===== config.mk =====
export PLATFORM = sky130hd
export DESIGN_NAME = wb_mem_tester
export DESIGN_NICKNAME = d
export VERILOG_FILES = /design/src/rtl/wb_mem_tester.sv
export SDC_FILE = /design/constraint.sdc
export NUM_CORES = 1
export LEC_CHECK = 0
export ABC_AREA = 1
export BUFFER_PORTS_ARGS = -buffer_cell sky130_fd_sc_hd__buf_2
export CORE_ASPECT_RATIO = 0.75
export CORE_MARGIN = 2
export CORE_UTILIZATION = 51
export CTS_CLUSTER_DIAMETER = 60
export CTS_CLUSTER_SIZE = 10
export DETAILED_ROUTE_END_ITERATION = 6
export GPL_TIMING_DRIVEN = 0
export HOLD_SLACK_MARGIN = 0.1
export PLACE_DENSITY = 0.87
export SLEW_MARGIN = 20
export SYNTH_ARGS = -nofsm -noshare
export SYNTH_HDL_FRONTEND = slang
export SYNTH_SLANG_ARGS = --single-unit
export TNS_END_PERCENT = 30

===== constraint.sdc =====
create_clock -name clk -period 2.51 [get_ports clk]
set_input_delay 0.502 -clock clk [delete_from_list [all_inputs] [get_ports clk]]
set_output_delay 0.502 -clock clk [all_outputs]
set_load 0.01 [all_outputs]

===== src/rtl/wb_mem_tester.sv =====
// Wishbone classic master that fills a word region with a keyed pattern,
// reads it back, and reports the mismatch/err count and first failing address.
module wb_mem_tester #(
  parameter int unsigned ADR_WIDTH = 11,
  parameter logic [31:0] BASE_ADR  = 32'h0,
  parameter logic [31:0] PAT_XOR   = 32'hA5C3_0F96,
  parameter int unsigned TIMEOUT   = 64
) (
  input  logic        clk,
  input  logic        rst_n,
  input  logic        start,
  output logic        busy,
  output logic        done,
  output logic        timeout,
  output logic [15:0] err_cnt,
  output logic [31:0] fail_adr,
  output logic        wb_cyc,
  output logic        wb_stb,
  output logic        wb_we,
  output logic [31:0] wb_adr,
  output logic [3:0]  wb_sel,
  output logic [31:0] wb_dat_ms,
  input  logic [31:0] wb_dat_sm,
  input  logic        wb_ack,
  input  logic        wb_err,
  input  logic        wb_rty
);

  typedef enum logic [1:0] {IDLE, WRITE, READ, DONE} state_t;

  state_t               state;
  logic [ADR_WIDTH-1:0] idx;
  logic [ADR_WIDTH-1:0] idx_nxt;
  logic [15:0]          wait_cnt;
  logic                 resp_err;
  logic                 resp_rty;
  logic                 resp_ack;
  logic                 complete;
  logic                 fail;
  logic                 expired;

  function automatic logic [31:0] pattern(input logic [ADR_WIDTH-1:0] i);
    logic [15:0] w;
    w = 16'(i);
    return {w, ~w} ^ PAT_XOR;
  endfunction

  function automatic logic [31:0] adr_of(input logic [ADR_WIDTH-1:0] i);
    return BASE_ADR + 32'({i, 2'b00});
  endfunction

  // Responses only count while stb is up; err outranks rty, rty outranks ack.
  always_comb begin
    resp_err = wb_stb & wb_err;
    resp_rty = wb_stb & ~wb_err & wb_rty;
    resp_ack = wb_stb & ~wb_err & ~wb_rty & wb_ack;
    complete = resp_err | resp_ack;
    fail     = resp_err | (resp_ack & (state == READ) & (wb_dat_sm != pattern(idx)));
    expired  = ~complete & (wait_cnt == 16'(TIMEOUT - 1));
    idx_nxt  = idx + ADR_WIDTH'(1);
  end

  always_ff @(posedge clk) begin
    if (!rst_n) begin
      state     <= IDLE;
      idx       <= '0;
      wait_cnt  <= '0;
      busy      <= 1'b0;
      done      <= 1'b0;
      timeout   <= 1'b0;
      err_cnt   <= '0;
      fail_adr  <= '0;
      wb_cyc    <= 1'b0;
      wb_stb    <= 1'b0;
      wb_we     <= 1'b0;
      wb_adr    <= '0;
      wb_sel    <= '0;
      wb_dat_ms <= '0;
    end else begin
      case (state)
        IDLE, DONE: begin
          if (start) begin
            state     <= WRITE;
            idx       <= '0;
            wait_cnt  <= '0;
            busy      <= 1'b1;
            done      <= 1'b0;
            timeout   <= 1'b0;
            err_cnt   <= '0;
            fail_adr  <= '0;
            wb_cyc    <= 1'b1;
            wb_stb    <= 1'b1;
            wb_we     <= 1'b1;
            wb_adr    <= adr_of('0);
            wb_sel    <= '1;
            wb_dat_ms <= pattern('0);
          end
        end
        WRITE, READ: begin
          if (fail) begin
            if (err_cnt == '0) fail_adr <= wb_adr;
            if (err_cnt != '1) err_cnt <= err_cnt + 16'd1;
          end
          if (complete) begin
            wait_cnt  <= '0;
            idx       <= idx_nxt;
            wb_adr    <= adr_of(idx_nxt);
            wb_dat_ms <= pattern(idx_nxt);
            if (&idx) begin
              // Write pass rolls straight into the read pass with stb held high.
              if (state == WRITE) begin
                state <= READ;
                wb_we <= 1'b0;
              end else begin
                state  <= DONE;
                busy   <= 1'b0;
                done   <= 1'b1;
                wb_cyc <= 1'b0;
                wb_stb <= 1'b0;
                wb_we  <= 1'b0;
              end
            end
          end else if (expired) begin
            state   <= DONE;
            busy    <= 1'b0;
            done    <= 1'b1;
            timeout <= 1'b1;
            wb_cyc  <= 1'b0;
            wb_stb  <= 1'b0;
            wb_we   <= 1'b0;
          end else begin
            // A retry drops stb for one cycle; the wait counter keeps running.
            wait_cnt <= wait_cnt + 16'd1;
            wb_stb   <= ~resp_rty;
          end
        end
        default: state <= IDLE;
      endcase
    end
  end

endmodule

* Word level (Yosys, flattened, before mapping)
Cells that the tools add are included.
** Storage, ports and cells
- Output and inout bits :: 122
- Register bits :: 147
- Word-level logic and storage cells :: 110
- Bits of input ports :: 38
** Operators by class
- Mux-type cells :: 45
- $add $sub $neg :: 3
- Reduce and logical (&&, ||, !) cells :: 14
- Eq/ne operators :: 17
- Bitwise gates (word level) :: 18
** Operators by type and width (count)
- 32-bit two-way mux :: 6
- 32-bit case mux with 2 select lines :: 3
- 16-bit two-way mux :: 5
- 16-bit case mux with 2 select lines :: 2
- 16-bit by 1-bit adder with 16-bit output (second input constant) :: 2
- 32-bit != test :: 1
- 11-bit NOT with 16-bit output :: 2
- 14-bit NOT with 16-bit output :: 2
- 11-bit two-way mux :: 2
- 11-bit case mux with 2 select lines :: 1
- 16-bit by 6-bit equality test with 1-bit output (second input constant) :: 1
- 16-bit logical NOT :: 1
- 1-bit two-way mux :: 16
- 16-bit != test (second input constant) :: 1
- 3-bit AND reduction :: 5
- 2-bit != test (second input constant) :: 7
- 3-bit != test (second input constant) :: 4
- 11-bit by 1-bit adder with 11-bit output (second input constant) :: 1
- 11-bit AND reduction :: 1
- 1-bit case mux with 2 select lines :: 5
- 1-bit bitwise AND :: 8
- 2-bit two-way mux :: 4
- 2-bit AND reduction :: 3
- 2-bit equality test (second input constant) :: 2
- other kinds (7) :: 12

* Longest topological paths before layout
Gate-level depths: netlist of run 1.
- Word-level depth :: 10
- Depth in mapped cells :: 14
- Depth with buffers taken out :: 14

* Worst setup path after synthesis of run 1
No wires, ideal clock.
- Path type :: reg2reg
- Start :: register state[0]
- End :: register err_cnt[5]
- Arrival time :: 1.848 ns
- Stages on the path, launching flop included :: 12
- Library setup time :: 0.069 ns
- Required time :: 2.441 ns
- Path buffers :: 3
- Slack :: 0.593 ns
- Clock period less this slack :: 1.917 ns
- Cell sequence :: dfxtp_1 -> inv_1 -> ha_1 -> buf_2 -> inv_2 -> or2_1 -> clkbuf_1 -> o21ai_2 -> nand2_4 -> buf_2 -> nand3_1 -> a21oi_2
** On the way
- Longest elaborated chain between the ends :: 6
- Elaborated cells on any way between the ends :: 14
- Classes of those cells :: eq/ne: 6; mux: 1; bitwise: 3; reduce/logical: 4
** Ends and longest elaborated chain
- start, declared :: line 31 : state_t state;
- start signal, assigned :: line 65 : state <= IDLE;
- start signal, assigned :: line 83 : state <= WRITE;
- start signal, assigned :: line 112 : state <= READ;
- 2-bit equality test :: line 58, 80
- 1-bit bitwise AND (2 in series) :: line 58 : fail = resp_err | (resp_ack & (state == READ) & (wb_dat_sm != pattern(idx)));
- 1-bit bitwise OR :: line 58
- 2-bit != test (no source line)
- 3-bit AND reduction (no source line)
- end signal, assigned :: line 102 : if (err_cnt != '1) err_cnt <= err_cnt + 16'd1;
- end, declared :: line 15 : output logic [15:0] err_cnt,
Several ways; a longest one is shown, not always the timed one.
A chain may end at the register's enable or synchronous reset.

* Final worst setup path of run 1
- Start :: register state[0]
- End :: register wait_cnt[6]
** On the way
- Longest elaborated chain between the ends :: 4
- Elaborated cells on any way between the ends :: 10
- Classes of those cells :: eq/ne: 5; mux: 1; reduce/logical: 4
** Ends and longest elaborated chain
- 2-bit equality test, or another cell as far along :: line 80 : case (state)
- 2-bit OR reduction :: line 80
- 3-bit != test (no source line) / 2-bit != test (equally long branches)
- 2-bit AND reduction (no source line)
- end signal, assigned :: line 133 : wait_cnt <= wait_cnt + 16'd1;
- end, declared :: line 34 : logic [15:0] wait_cnt;
Several ways; a longest one is shown, not always the timed one.

==> results.json, run 1 <==
{
  "leakagePower_nw": 2.912,
  "core_area_sq_mm": 0.008600,
  "pin_count": 160,
  "numCtsBuffers": 9,
  "detail_route.wl_per_cell_um": 12.76,
  "finalSetupTns_ns": 0,
  "synth_top_area_share_pct": 30.90,
  "gr-usage-met3_pct": 5.664,
  "synth_area_leaders": "dfxtp_1, nand2_1, buf_4",
  "cp.arrival_ns": 2.54,
  "timing.final.ws_setup_ns": 0.2231,
  "fp-row-count": 29,
  "chipHeight_um": 86.24,
  "synth_fa_ha_area_share_pct": 1.632,
  "async_flop_share_pct": 0,
  "synth_seq_cells": 71,
  "finalSetupViolCount": 0,
  "finalCriticalPeriod_ns": 2.287,
  "p_switching_w": 0.002373,
  "power_frac_comb_pct": 47.7,
  "cts_sinks": 71,
  "netlist_area_sq_mm": 0.004599,
  "synth-edff-count": 0,
  "outcome": "finished clean",
  "final_core_util_pct": 67.39,
  "grt_max_degree": 13,
  "ant_nets": 0,
  "antenna_found_initial": 0,
  "die_w_um": 113.7,
  "seq_area_frac_synth_pct": 30.90,
  "fin_hold_ws_ns": 0.4582,
  "grt_pass1_wl_um": 19670,
  "multi_input_area_sq_mm": 0.002421,
  "yosys-top-cells-count": "nand2_1, nor2_1, buf_4, dfxtp_1, inv_1",
  "die-area_sq_mm": 0.009802,
  "port_buffers": 112,
  "clk_latency_ns": 0.33,
  "grt_pass1_vias": 4129,
  "met2_usage_pct": 41.15,
  "n_fill_cell": 762,
  "dp_slack_ns": 0.2034,
  "synth_top_family_by_area": "simple AND/OR/NAND/NOR gates",
  "hold_viol_final": 0,
  "firstDrtPassIters": 5,
  "hp-class": "reg2reg",
  "drt-vias-per-instance": 4.962,
  "met1_usage_pct": 34.08,
  "peakVddDrop_mv": 0.5905,
  "total_power_w": 0.005576,
  "ys_types": 43,
  "synthToLayoutAreaGrowth_pct": 26.01,
  "intPower_w": 0.003203,
  "synth_area_leader_cell": "dfxtp_1",
  "syn_area_per_cell_sq_um": 6.533,
  "drive_above_1_share_pct": 27.82,
  "swShare_pct": 42.56,
  "cts.htree.levels": 3,
  "worstMarginPinSlew_ns": 0.7026,
  "clockBufferDepth": 2,
  "grt.overflow.total": 0,
  "critPathLaunchType": "register",
  "post-cts-setup-buffer-count": 0,
  "clkPwrFrac_pct": 25.4,
  "synthXorXnorAreaFrac_pct": 1.904,
  "setup.worst_path.class": "reg2reg",
  "seq_area_sq_mm": 0.001421,
  "initial_core_util_pct": 53.48,
  "drv.max_cap_violation_count": 0,
  "synth-simple-area-share_pct": 34.00,
  "fin_skew_ns": 0.006891,
  "end_kind": "register",
  "synth_ff_type": "dfxtp_1",
  "cts-root-buf": "clkbuf_16",
  "busiest_layer": "met2",
  "p_seq_share_pct": 27.0,
  "worstPathRequired_ns": 2.76,
  "num_antenna_cells": 0,
  "drc": 0,
  "hpwlAfterDp_um": 9509,
  "synth.mux.area_fraction_pct": 0,
  "slew_headroom_pct": 53.16,
  "slew_violations": 0,
  "synth_compound_area_share_pct": 11.34,
  "fmax_mhz": 437.3,
  "fin_nets": 916,
  "cts_tree": "done",
  "ys_warn_count": 0,
  "cts.clk_slew.worst_paths_ns": 0.06,
  "rsz0062_at_grt": "no",
  "powerDensity_mw_per_mm2": 962.2,
  "cts_resized": 0,
  "syn_inst": 704,
  "first_iter_violations": 302,
  "vias": 4888,
  "hold_buffers": 0,
  "gp_congestion": 0.9371,
  "path_max_fanout": 10,
  "drt-total-wl_um": 12560,
  "grt_usage_pct": 24.93,
  "post-synth-top-count-cell": "nand2_1",
  "fin_crit_sh_pct": 91.11
}
per-stage QoR:
stage	std cells	area [sq um]
after detailed placement	969	5464
final	985	5796
after global placement	969	5464
after global routing	985	5796
after CTS	985	5796
after floorplan	749	4768
placed cells by master, fill, tap and decap left out, types with 3 or more instances in the layout:
| cell type | instances |
|---|---|
| a21oi_1 | 45 |
| a21oi_2 | 7 |
| buf_2 | 118 |
| buf_4 | 71 |
| clkbuf_1 | 9 |
| clkbuf_16 | 9 |
| clkinv_2 | 3 |
| conb_1 | 46 |
| dfxtp_1 | 71 |
| ha_1 | 6 |
| inv_1 | 68 |
| inv_2 | 8 |
| nand2_1 | 151 |
| nand2_2 | 10 |
| nand2_4 | 3 |
| nand3_1 | 52 |
| nand4_1 | 10 |
| nor2_1 | 102 |
| nor2_2 | 3 |
| nor3_1 | 14 |
| nor3b_1 | 3 |
| nor4_1 | 4 |
| o211a_1 | 3 |
| o21ai_0 | 23 |
| xor2_1 | 9 |
metal layers:
layer  share of wire (%)  routed length [um]
met1                  45                5634
met2                  45                5710
met3                 9.0                1126
met4                0.73                  92
met5                   0                   0
sequential cells by signal, summed over array words and instances (netlist names):
signal / count
wb_adr: 2
done: 1
wb_cyc: 1
wb_sel: 1
fail_adr: 11
wb_dat_ms: 18
wait_cnt: 16
wb_we: 1
err_cnt: 16
timeout: 1
wb_stb: 1
state: 2
cells by family (layout without fill, tap and decap cells):
| group | Yosys count | after routing |
|---|---|---|
| XOR/XNOR | 10 | 10 |
| flip-flops | 71 | 71 |
| adder cells (fa/ha/maj) | 6 | 6 |
| AND/OR/NAND/NOR | 359 | 359 |
| other | 1 | 46 |
| buffers and inverters | 167 | 295 |
| AO/OA/AOI/OAI | 90 | 90 |
power groups by stage:
stage          sequential (W)  clock, W  combinational [W]
2_1_floorplan         0.00155         0            0.00181
3_3_place_gp          0.00152         0            0.00254
3_5_place_dp          0.00152         0            0.00259
4_1_cts               0.00150   0.00142            0.00261
5_1_grt               0.00153   0.00146            0.00290
6_report              0.00150   0.00141            0.00266
critical path, cell delays in order, from the launching register on:
cell	delay, ns
dfxtp_1	0.36
inv_1	0.06
ha_1	0.29
buf_2	0.19
inv_2	0.16
or2_1	0.12
clkbuf_1	0.25
nand2_1	0.20
buf_2	0.23
o21ai_0	0.14
nor3b_1	0.19
layout make-up:
class	instances	area share, %
Multi-Input combinational cell	511	41.77
Sequential cell	71	24.52
Buffer	90	10.97
Timing Repair Buffer	112	9.672
Inverter	77	5.009
Clock buffer	11	4.361
Tap cell	108	2.332
Clock inverter	5	1.360
final timing paths:
check,start,to,slack [ns],cells past startpoint
max,state[0],wait_cnt[6],0.22,10
min,fail_adr[4],fail_adr[4],0.46,2
max reg2reg,state[0],wait_cnt[6],0.22,10
min reg2reg,fail_adr[4],fail_adr[4],0.46,2
(Power assumes the default switching activity.)
==> inputs of run 2 (changes only) <==
--- a/config.mk
+++ b/config.mk
@@ -8,7 +8,6 @@
 export ABC_AREA = 1
 export BUFFER_PORTS_ARGS = -buffer_cell sky130_fd_sc_hd__buf_2
 export CORE_ASPECT_RATIO = 0.75
-export CORE_MARGIN = 2
 export CORE_UTILIZATION = 51
 export CTS_CLUSTER_DIAMETER = 60
 export CTS_CLUSTER_SIZE = 10
==> run 2 against run 1 <==
The flow now finishes with violations (design-rule violations). Worst setup slack worse by 0.0075 ns. Maximum frequency shrank 0.33%. Clock skew is 0.0013 ns lower. Routed wire length decreased by 2.0%. Core utilization shrank 0.73 points. Flip-flop and latch count unchanged. Critical path depth rose by 1. Largest power group unchanged. Highest routed layer unchanged.
==> results.json, run 2 (synthesized netlist as in run 1, its figures left out) <==
{
  "core_area_sq_mm": 0.008600,
  "drc": 15,
  "r2r-start": "state[0]",
  "firstDrtPassIters": 7,
  "num_antenna_cells": 0,
  "initial_core_util_pct": 53.48,
  "slew_headroom_pct": 54.70,
  "r2r_end": "wait_cnt[14]",
  "finalSetupTns_ns": 0,
  "cts_tree": "done",
  "fin_crit_sh_pct": 91.41,
  "slew_violations": 0,
  "hp-class": "reg2reg",
  "drive_above_1_share_pct": 27.37,
  "detail_route.wl_per_cell_um": 12.51,
  "hpwlAfterDp_um": 9403,
  "clockBufferDepth": 2,
  "finalSetupViolCount": 0,
  "final_cell_mix": "nand2_1, buf_2, nor2_1, buf_4, dfxtp_1",
  "p_switching_w": 0.002355,
  "chipHeight_um": 84.24,
  "top_register": "wb_dat_ms",
  "first_iter_violations": 480,
  "worstHoldStart": "fail_adr[3]",
  "grt_max_degree": 12,
  "n_fill_cell": 780,
  "fin_nets": 916,
  "grt_pass1_vias": 4215,
  "cts_resized": 0,
  "cp.arrival_ns": 2.52,
  "pin_count": 160,
  "numCtsBuffers": 9,
  "largest_register_ffs": 18,
  "finalCriticalPeriod_ns": 2.294,
  "p_seq_share_pct": 28.2,
  "fp-row-count": 29,
  "outcome": "complete, but fails checks",
  "violations": "design-rule violations",
  "critPathLaunchType": "register",
  "setup.worst_path.class": "reg2reg",
  "hold_viol_final": 0,
  "die_w_um": 111.7,
  "rr_worst_depth": 11,
  "drt-vias-per-instance": 4.996,
  "cts.htree.levels": 3,
  "antenna_found_initial": 0,
  "leakagePower_nw": 2.880,
  "layout_commonest_cell": "nand2_1",
  "hold_path_end": "fail_adr[3]",
  "peakVddDrop_mv": 0.5705,
  "ant_nets": 0,
  "rsz0062_at_grt": "no",
  "cts-root-buf": "clkbuf_16",
  "end_kind": "register",
  "worstPathRequired_ns": 2.73,
  "ff2ff_setup_slack_ns": 0.22,
  "post-cts-setup-buffer-count": 0,
  "drv.max_cap_violation_count": 0,
  "synthToLayoutAreaGrowth_pct": 24.65,
  "powerDensity_mw_per_mm2": 928.9,
  "die-area_sq_mm": 0.009406,
  "cts.clk_slew.worst_paths_ns": 0.06,
  "fmax_mhz": 435.8,
  "drt-total-wl_um": 12320,
  "final_core_util_pct": 66.67,
  "clk_latency_ns": 0.34,
  "path_max_fanout": 9,
  "cts_sinks": 71,
  "vias": 4921,
  "grt_pass1_wl_um": 19890,
  "swShare_pct": 44.22,
  "grt_usage_pct": 26.13,
  "clkPwrFrac_pct": 22.0,
  "grt.overflow.total": 0,
  "power_frac_comb_pct": 49.8,
  "intPower_w": 0.002970,
  "gp_congestion": 0.9323,
  "min_delay_path_depth": 2,
  "port_buffers": 112,
  "fin_skew_ns": 0.005571,
  "hold_buffers": 0,
  "worstMarginPinSlew_ns": 0.6794,
  "top_regs": "wb_dat_ms: 18 flops, err_cnt: 16 flops, wait_cnt: 16 flops"
}
==> run 2: per-stage QoR <==
stage	total power [W]	hold WS, ns	setup slack, ns	instances	cell area, sq um
after floorplan	0.003362	0.4442	0.5930	749	4768
after global placement	0.004057	0.4358	0.2775	969	5464
after detailed placement	0.004108	0.4483	0.2674	969	5464
after CTS	0.005284	0.4603	0.2386	985	5733
after global routing	0.005664	0.4844	0.00008593	985	5733
final	0.005325	0.4600	0.2156	985	5733
==> run 2: cell type report <==
class	instances	area [sq um]	share of cell area [%]
plain buffers	90	635.6	11.09
clock inverters	3	18.77	0.3274
repair buffers	112	560.5	9.777
clock buffers	13	250.2	4.365
flip-flops and latches	71	1421	24.79
inverters	77	290.3	5.063
multi-input cells	511	2421	42.23
well taps	108	135.1	2.357
==> run 2: routing by layer <==
layer	GRT usage [%]	vias to the layer above	wire length (um)	part of all wire, %
met5	0	-	0	0
met1	34.50	2176	5447	44
li1	-	2462	-	-
met3	5.199	19	1137	9.2
met4	8.354	0	184	1.5
met2	42.91	264	5551	45
==> run 2: worst max-delay path by stage <==
stage | start | endpoint | slack [ns] | cells past startpoint
final | state[0] | wait_cnt[14] | 0.22 | 11
after global routing | state[0] | wait_cnt[3] | 0.00009 | 11
after CTS | state[0] | wait_cnt[9] | 0.24 | 11
after detailed placement | state[0] | wait_cnt[14] | 0.27 | 11
after global placement | state[0] | wait_cnt[14] | 0.28 | 11
after floorplan | state[0] | err_cnt[5] | 0.59 | 11
==> run 2: power by group through the flow <==
| stage | Clock [W] | Combinational [W] | Sequential, W |
|---|---|---|---|
| final | 0.00117 | 0.00265 | 0.00150 |
| after global routing | 0.00122 | 0.00291 | 0.00153 |
| after CTS | 0.00117 | 0.00261 | 0.00150 |
| after detailed placement | 0 | 0.00259 | 0.00152 |
| after global placement | 0 | 0.00254 | 0.00152 |
| after floorplan | 0 | 0.00181 | 0.00155 |
==> run 2: critical path, cell delays in order, from the launching register on <==
cell	delay, ns
dfxtp_1	0.35
inv_1	0.05
ha_1	0.27
buf_2	0.19
inv_2	0.17
or2_1	0.13
clkbuf_1	0.27
nand2_1	0.19
inv_1	0.24
nand3_1	0.13
xor2_1	0.14
nor2_1	0.05
==> inputs of run 3 (changes only) <==
--- a/config.mk
+++ b/config.mk
@@ -8,6 +8,7 @@
 export ABC_AREA = 1
 export BUFFER_PORTS_ARGS = -buffer_cell sky130_fd_sc_hd__buf_2
 export CORE_ASPECT_RATIO = 0.75
+export CORE_MARGIN = 3
 export CORE_UTILIZATION = 51
 export CTS_CLUSTER_DIAMETER = 60
 export CTS_CLUSTER_SIZE = 10
==> constraint.sdc (replaced) <==
create_clock -name clk -period 2.2 [get_ports clk]
set_input_delay 0.44 -clock clk [delete_from_list [all_inputs] [get_ports clk]]
set_output_delay 0.44 -clock clk [all_outputs]
set_load 0.01 [all_outputs]
==> run 3 against run 2 <==
The flow now finishes without violations. Via count about the same. Hold slack got worse by 0.0018 ns. Worst setup slack lost 0.080 ns. Clock power is 38% higher. First-iteration DRC count decreased by 30%. Combinational power is 17% higher. Largest cell class unchanged.
==> results.json, run 3 (synthesized netlist as in run 1, its figures left out) <==
{
  "powerDensity_mw_per_mm2": 1104,
  "num_antenna_cells": 0,
  "core_area_sq_mm": 0.008600,
  "cp.arrival_ns": 2.25,
  "port_buffers": 112,
  "hp-class": "reg2reg",
  "final_area_sq_mm": 0.005837,
  "dp_cells": 969,
  "slew_violations": 0,
  "final_cell_mix": "nand2_1, buf_2, nor2_1, buf_4, inv_1",
  "critPathLaunchType": "register",
  "drt-vias-per-instance": 5.003,
  "worstPathRequired_ns": 2.39,
  "clk_latency_ns": 0.33,
  "synthToLayoutAreaGrowth_pct": 26.90,
  "outcome": "finished clean",
  "cts-root-buf": "clkbuf_16",
  "die_w_um": 115.7,
  "peakVddDrop_mv": 0.8381,
  "r2r_end": "err_cnt[11]",
  "final_cell_count_no_fill": 983,
  "slew_headroom_pct": 50.76,
  "antenna_found_initial": 0,
  "hold_viol_final": 0,
  "grt_usage_pct": 24.92,
  "top_regs": "wb_dat_ms: 18 flops, err_cnt: 16 flops, wait_cnt: 16 flops",
  "leakagePower_nw": 2.926,
  "ff2ff_setup_slack_ns": 0.14,
  "detail_route.wl_per_cell_um": 13.06,
  "firstDrtPassIters": 6,
  "ant_nets": 0,
  "grt_pass1_vias": 4258,
  "numCtsBuffers": 9,
  "first_iter_violations": 337,
  "largest_register_ffs": 18,
  "fin_crit_sh_pct": 93.85,
  "finalSetupViolCount": 0,
  "cts_tree": "done",
  "gp_congestion": 0.9093,
  "n_fill_cell": 763,
  "fp-row-count": 29,
  "fin_skew_ns": 0.006164,
  "worstSetupEndpoint": "err_cnt[11]",
  "rr_worst_depth": 10,
  "layout_commonest_cell": "nand2_1",
  "end_kind": "register",
  "fmax_mhz": 484.4,
  "pin_count": 160,
  "drv.max_cap_violation_count": 0,
  "rsz0062_at_grt": "no",
  "hold_buffers": 0,
  "hpwlAfterDp_um": 9790,
  "fin_hold_ws_ns": 0.4582,
  "drc": 0,
  "initial_core_util_pct": 53.48,
  "drt-total-wl_um": 12840,
  "chipHeight_um": 88.24,
  "cts_sinks": 71,
  "clockBufferDepth": 2,
  "top_register": "wb_dat_ms",
  "grt.overflow.total": 0,
  "cts.htree.levels": 3,
  "path_max_fanout": 10,
  "die-area_sq_mm": 0.01021,
  "fin_nets": 915,
  "setup.worst_path.class": "reg2reg",
  "cp-startpoint": "state[0]",
  "finalCriticalPeriod_ns": 2.065,
  "cts.clk_slew.worst_paths_ns": 0.05,
  "final_core_util_pct": 67.87,
  "vias": 4918,
  "grt_pass1_wl_um": 20380,
  "r2r-start": "state[0]",
  "grt_max_degree": 12,
  "worstMarginPinSlew_ns": 0.7387,
  "finalSetupTns_ns": 0,
  "drive_above_1_share_pct": 29.37,
  "placed_area_sq_mm": 0.005464
}
-- run 3: changes by cell type in the layout (fill, tap and decap cells not counted), moves of 3 or more --
cell	before	now
dfxtp_1	71	65
buf_2	118	115
dfxtp_2	0	6
clkbuf_4	0	3
clkbuf_1	12	7
-- run 3: routing by layer --
metal	vias up	global-route usage, %	part of all wire [%]
li1	2462	-	-
met1	2169	31.90	43
met2	266	41.91	45
met3	21	7.314	11
met4	0	6.006	1.4
met5	-	0	0
-- run 3: worst max-delay path, cell delays in order, from the launching register on --
cell      delay (ns)
dfxtp_1         0.37
inv_1           0.07
ha_1            0.28
clkbuf_4        0.21
inv_2           0.11
or2_4           0.29
o21ai_2         0.09
nand2_4         0.11
clkbuf_4        0.21
nand3_1         0.12
a21oi_2         0.06
-- run 3: worst min-delay path by stage --
stage / from / end / slack (ns) / depth (start not counted)
after detailed placement: done / done / 0.45 / 2
after global placement: done / done / 0.44 / 2
after global routing: fail_adr[3] / fail_adr[3] / 0.47 / 2
after CTS: fail_adr[3] / fail_adr[3] / 0.46 / 2
after floorplan: wait_cnt[15] / wait_cnt[15] / 0.44 / 2
final: fail_adr[3] / fail_adr[3] / 0.46 / 2
-- run 3: timing repair --
item | in CTS | in global routing
cloned | 0 | 0
buffers inserted | 0 | 0
endpoints found under the setup margin | 35 | 33
gates resized for setup | 5 | 16
-- run 3: stage by stage --
step / setup WS (ns) / total power [W]
6_report: 0.1354 / 0.006445
5_1_grt: 0.0006786 / 0.006882
4_1_cts: 0.09263 / 0.006349
3_5_place_dp: -0.1233 / 0.004689
3_3_place_gp: -0.07257 / 0.004635
2_1_floorplan: 0.2830 / 0.003836
-- run 3: report_power, final --
group	internal (W)	leakage [nW]	total, W	switching (W)
Sequential	0.00151	0.582	0.00172	0.000211
Combinational	0.00115	2.18	0.00311	0.00196
Clock	0.00108	0.165	0.00161	0.000533
-- run 3: layout make-up --
cell class | count | area (sq um) | share of cell area, %
Buffer | 89 | 645.6 | 11.06
Inverter | 77 | 290.3 | 4.973
Sequential cell | 71 | 1429 | 24.48
Clock inverter | 3 | 65.06 | 1.115
Tap cell | 108 | 135.1 | 2.315
Timing Repair Buffer | 112 | 560.5 | 9.603
Multi-Input combinational cell | 511 | 2445 | 41.89
Clock buffer | 12 | 266.5 | 4.566
